===== src/rtl/pes_univ_shift.sv =====
// pes_univ_shift
// ----------------------------------------------------------------------------
// Universal shift register: DEPTH stages of WIDTH-bit lanes with hold, right
// shift, left shift and parallel load. Every stage is exposed on a flat
// parallel bus, so the same block serves SISO, SIPO, PISO and PIPO roles.
// A shared shift counter raises a one-cycle frame_done pulse whenever DEPTH
// shifts have completed, so serial-to-parallel consumers can capture a full
// frame without keeping their own count.
//
// Ports
//   clk          rising-edge clock
//   reset        asynchronous active-high reset (clears all state)
//   en           operation enable; low behaves exactly like hold
//   mode         00 hold, 01 shift right, 10 shift left, 11 parallel load
//   serial_in    right-shift input, enters stage 0
//   serial_in_l  left-shift input, enters stage DEPTH-1
//   par_in       load data, stage i = par_in[i*WIDTH +: WIDTH]
//   serial_out   stage DEPTH-1
//   serial_out_l stage 0
//   par_out      all stages, stage i at [i*WIDTH +: WIDTH]
//   shift_cnt    shifts completed in the current frame, 0..DEPTH-1
//   frame_done   registered pulse on the shift that completes a frame
// ----------------------------------------------------------------------------
module pes_univ_shift #(
  parameter int WIDTH = 1,
  parameter int DEPTH = 8,
  parameter int CW    = $clog2(DEPTH)
) (
  input  logic                   clk,
  input  logic                   reset,
  input  logic                   en,
  input  logic [1:0]             mode,
  input  logic [WIDTH-1:0]       serial_in,
  input  logic [WIDTH-1:0]       serial_in_l,
  input  logic [WIDTH*DEPTH-1:0] par_in,
  output logic [WIDTH-1:0]       serial_out,
  output logic [WIDTH-1:0]       serial_out_l,
  output logic [WIDTH*DEPTH-1:0] par_out,
  output logic [CW-1:0]          shift_cnt,
  output logic                   frame_done
);

  localparam logic [1:0] MODE_HOLD  = 2'b00;
  localparam logic [1:0] MODE_RIGHT = 2'b01;
  localparam logic [1:0] MODE_LEFT  = 2'b10;
  localparam logic [1:0] MODE_LOAD  = 2'b11;

  // Last count value of a frame; the shift taken from here wraps to 0 and
  // fires frame_done, so the counter never reaches DEPTH.
  localparam logic [CW-1:0] LAST_CNT = CW'(DEPTH - 1);

  // Packed so that stage i occupies bits [i*WIDTH +: WIDTH] of the flat bus.
  logic [DEPTH-1:0][WIDTH-1:0] stage_q, stage_d;
  logic [CW-1:0]               cnt_q, cnt_d;
  logic                        done_q, done_d;
  logic                        shift_en;

  // Next-state logic. Left and right shifts both advance the same counter,
  // so frames made of mixed directions still complete after DEPTH shifts.
  // A load restarts the frame, which also swallows a pulse due on that edge.
  always_comb begin
    stage_d  = stage_q;
    cnt_d    = cnt_q;
    done_d   = 1'b0;
    shift_en = 1'b0;

    if (en) begin
      case (mode)
        MODE_HOLD: begin
        end
        MODE_RIGHT: begin
          stage_d[0] = serial_in;
          for (int i = 1; i < DEPTH; i++) begin
            stage_d[i] = stage_q[i-1];
          end
          shift_en = 1'b1;
        end
        MODE_LEFT: begin
          stage_d[DEPTH-1] = serial_in_l;
          for (int i = 0; i < DEPTH - 1; i++) begin
            stage_d[i] = stage_q[i+1];
          end
          shift_en = 1'b1;
        end
        MODE_LOAD: begin
          stage_d = par_in;
          cnt_d   = '0;
        end
      endcase
    end

    if (shift_en) begin
      if (cnt_q == LAST_CNT) begin
        cnt_d  = '0;
        done_d = 1'b1;
      end else begin
        cnt_d = cnt_q + CW'(1);
      end
    end
  end

  always_ff @(posedge clk or posedge reset) begin
    if (reset) begin
      stage_q <= '0;
      cnt_q   <= '0;
      done_q  <= 1'b0;
    end else begin
      stage_q <= stage_d;
      cnt_q   <= cnt_d;
      done_q  <= done_d;
    end
  end

  // Every output is a straight register tap.
  assign par_out      = stage_q;
  assign serial_out   = stage_q[DEPTH-1];
  assign serial_out_l = stage_q[0];
  assign shift_cnt    = cnt_q;
  assign frame_done   = done_q;

endmodule


===== config.mk =====
export PLATFORM = sky130hd
export DESIGN_NAME = pes_univ_shift
export DESIGN_NICKNAME = d
export VERILOG_FILES = /design/src/rtl/pes_univ_shift.sv
export SDC_FILE = /design/constraint.sdc
export NUM_CORES = 1
export LEC_CHECK = 0
export ABC_CLOCK_PERIOD_IN_PS = 1100
export CORE_UTILIZATION = 38
export CTS_BUF_LIST = sky130_fd_sc_hd__clkbuf_4
export CTS_CLUSTER_DIAMETER = 80
export DETAILED_ROUTE_END_ITERATION = 10
export PLACE_DENSITY_LB_ADDON = 0.05
export RECOVER_POWER = 25
export SYNTH_ARGS = -nofsm -noshare
export SYNTH_HDL_FRONTEND = slang
export SYNTH_SLANG_ARGS = --single-unit
export TNS_END_PERCENT = 50

===== constraint.sdc =====
create_clock -name clk -period 1.1 [get_ports clk]
set_input_delay 0.22 -clock clk [delete_from_list [all_inputs] [get_ports clk]]
set_output_delay 0.22 -clock clk [all_outputs]
set_load 0.05 [all_outputs]

==> metrics.md, run 1 <==
| Metric | Value |
|---|---|
| Crit Path Class | `reg -> out` |
| Die width | `43.7 um` |
| FF+latch count, synth | `12` |
| Cts bufs inserted | `3` |
| Initial antenna violation count | `0` |
| Worst slew margin | `55.3%` |
| Internal power | `1.42 mW` |
| Sequential share of power | `29.5%` |
| DR WL/cell | `14.6 um` |
| Bufs on Longest Clock Path | `2` |
| Maximum clock rate | `836 MHz` |
| Synth Area in Compound Gates | `28.0%` |
| Leading area contributor after synthesis | `dfrtp_1` |
| Synth Area in XOR/XNOR | `0%` |
| Static leakage | `0.539 nW` |
| Reg clk slew, reported paths | `0.08 ns` |
| Mapped Nets | `85` |
| Setup WS post-layout | `-0.0955 ns` |
| DR iter-0 viols | `30` |
| Post-synthesis cell type count | `15` |
| Slowest stage delay, CP | `0.44 ns` |
| R2R cell count | `3` |
| Largest net degree at the start of global routing | `17` |
| Global-route wire length before repair | `2.87 mm` |
| Comb pwr share | `58.5%` |
| Crit end category | `primary output` |
| Via count | `651` |
| Status | `finished, violations left` |
| Vias in the first global route | `673` |
| Initial core utilization | `42.5%` |
| Post-Place Cells | `110` |
| I/O Buffers | `28` |
| Critical Path RT | `0.88 ns` |
| Mux cell area share after synthesis | `0%` |
| Clock share of power | `12.0%` |
| Hold slack | `0.404 ns` |
| Sinks on Clock Net | `12` |
| Cell area after layout | `1260 um2` |
| Failing checks | `DRC, setup timing` |
| Synth Area in Adders | `9.45%` |
| Psw | `0.945 mW` |
| Core region area | `1560 um2` |
| Syn_area_per_cell | `10.2 um2` |
| Avg Vias per Cell | `5.47` |
| RSZ-0062 raised after global routing | `yes` |
| Area Growth Syn to Fin | `90.5%` |
| Largest family of logic cells by synthesized area | `compound AO/OA/AOI/OAI gates` |
| Final setup vio count | `11` |
| Cells after Synth | `65` |
| Synth top area share | `45.4%` |
| Startpoint Class | `flip-flop` |
| Root Buffer | `clkbuf_4` |
| Worst skew pair latency | `0.27 ns` |
| R2r endpoint | `shift_cnt[2]` |
| Most common cell after layout, fill and taps aside | `buf_12` |
| Fin. Hold Viols | `0` |
| Sw frac | `40.0%` |
| Max Cap Viol | `0` |
| Hold-fix buffers, CTS | `0` |
| RePlAce Congestion | `0.721` |
| Sequential area share after synthesis | `45.4%` |
| VDD IR max | `0.00172 V` |
| Remaining DRCs | `4` |
| Slowest CP cell | `dfrtp_2` |
| Critical Path Fanout Max | `2` |
| PwrDens | `1870 nW/um2` |
| Die area | `1910 um2` |
| Cell Area, Placed | `1140 um2` |
| Io pins | `29` |
| Layout Nets | `124` |
| Fillers | `93` |
| H-tree depth | `1` |
| Pins over their slew limit | `0` |
| Final ANT Viol Nets | `0` |
| Crit path DAT | `0.98 ns` |
| Worst Clk Skew | `0.00287 ns` |
| Worst Max-Slew Pin Slew | `0.671 ns` |
| Rows | `14` |
| Simple-Gate Fraction of Synth Area | `9.07%` |
| Number of antenna diodes | `0` |
| Worst-path cell chain | `buf_6 > buf_12` |
| Most frequent cells in the layout | `buf_12 (14), clkdlybuf4s50_1 (12)` |
| FF-to-FF setup slack | `-0.05 ns` |
| Crit path buf inv count | `2` |
| Synth warn | `0` |
| Post-DP HPWL | `1.25 mm` |
| Worst Hold Class | `in -> async` |
| Reg-to-reg startpoint | `shift_cnt[1]` |
| Design Power | `2.36 mW` |
| CTS tree | `yes` |
| Period minus WS final | `1.20 ns` |
| Share of post-route cells with drive strength above 1 | `42.7%` |
| CP delay by family, top | `flip-flops` |
| Die height | `43.7 um` |
| DRT Pass-1 Iters | `9` |
| Period utilisation layout | `109%` |
| Overflow after GRT | `0` |
| Final setup TNS | `-0.406 ns` |
| Non-filler cells in the finished layout | `119` |
| Global-route usage over all layers | `21.2%` |
| Post-synthesis cell area | `662 um2` |
| Total Wirelength | `1.73 mm` |
| Top cells by area, synth | `dfrtp_1 (45%), a22o_1 (11%), ha_1 (9.5%)` |
per-layer routing:
layer / share of wire (%) / global-route usage, % / up-vias / wire length, um
met3: 5.6 / 4.17 / 2 / 97
met2: 48 / 35.8 / 19 / 831
li1: - / - / 313 / -
met4: 0.81 / 11.9 / 0 / 14
met1: 46 / 25.1 / 317 / 791
met5: 0 / 0 / - / 0
synthesized netlist by cell type, drive strengths merged:
| cell | number |
|---|---|
| nor2 | 2 |
| o21ai | 9 |
| dfrtp | 12 |
| ha | 5 |
| and3 | 1 |
| a22o | 8 |
| inv | 3 |
| nand2 | 8 |
| a32o | 3 |
| buf | 5 |
| nand2b | 1 |
| a21oi | 8 |
worst max-delay path by stage:
stage	startpoint	end	slack, ns	cells after the start
after floorplan	shift_cnt[0]	shift_cnt[2]	-0.16	3
after global placement	mode[0]	par_out[4]	-0.57	6
after detailed placement	mode[0]	par_out[6]	-0.62	6
after CTS	shift_cnt[0]	shift_cnt[0]	-0.10	2
after global routing	shift_cnt[1]	shift_cnt[1]	-0.12	2
final	shift_cnt[0]	shift_cnt[0]	-0.1	2
power groups by stage:
stage          clock network, mW  logic (mW)  registers (mW)
2_1_floorplan                  0       0.293           0.999
3_3_place_gp                   0        1.25           0.692
3_5_place_dp                   0        1.29           0.697
4_1_cts                    0.292        1.35           0.698
5_1_grt                    0.301        1.46           0.709
6_report                   0.283        1.38           0.697
tightest hold or removal path, stage by stage:
cell	delay [ns]
clkdlybuf4s50_1	0.40
inv_1	0.05
clkbuf_1	0.51
state kept, by name, indices dropped and copies added (netlist names):
| name | cells |
|---|---|
| frame_done | 1 |
| par_out | 6 |
| serial_out | 1 |
| serial_out_l | 1 |
| shift_cnt | 3 |
what timing repair did:
action | CTS | global route
resized for setup | 15 | 4
endpoints found under the hold margin | 0 | 0
setup buffers | 1 | 4
setup endpoints to repair | 25 | 23
cloned | 0 | 0
pin swaps | 1 | 0
final cells by class:
class | count | area [um2] | share of cell area [%]
Clock inverter | 1 | 3.75 | 0.298
Sequential cell | 12 | 310 | 24.6
Multi-Input combinational cell | 45 | 379 | 30.1
Clock buffer | 3 | 22.5 | 1.79
Inverter | 3 | 11.3 | 0.893
Timing Repair Buffer | 39 | 514 | 40.8
Tap cell | 16 | 20.0 | 1.59
metrics by stage:
stage	util (%)	setup slack (ns)
2_1_floorplan	-	-0.162
3_3_place_gp	72.9	-0.572
3_5_place_dp	72.9	-0.617
4_1_cts	78.9	-0.104
5_1_grt	80.9	-0.117
6_report	80.9	-0.0955
cells by family (layout without fill, tap and decap cells):
group | after synthesis | count (layout)
DFF | 12 | 12
buffers and inverters | 8 | 46
AOI/OAI and AO/OA | 28 | 28
and+or+nand+nor | 12 | 12
adders and majority gates | 5 | 5
Power figures use the tool's default switching activity.
==> run 2, diff against run 1 <==
- CTS_CLUSTER_SIZE: not set -> 10
==> results of run 2 <==
Same layout as run 1: the final DEF is identical, and so are final timing and power.
==> run 3, diff against run 2 <==
- CAP_MARGIN: not set -> 20
==> results of run 3 <==
Same layout as run 1: the final DEF is identical, and so are final timing and power.
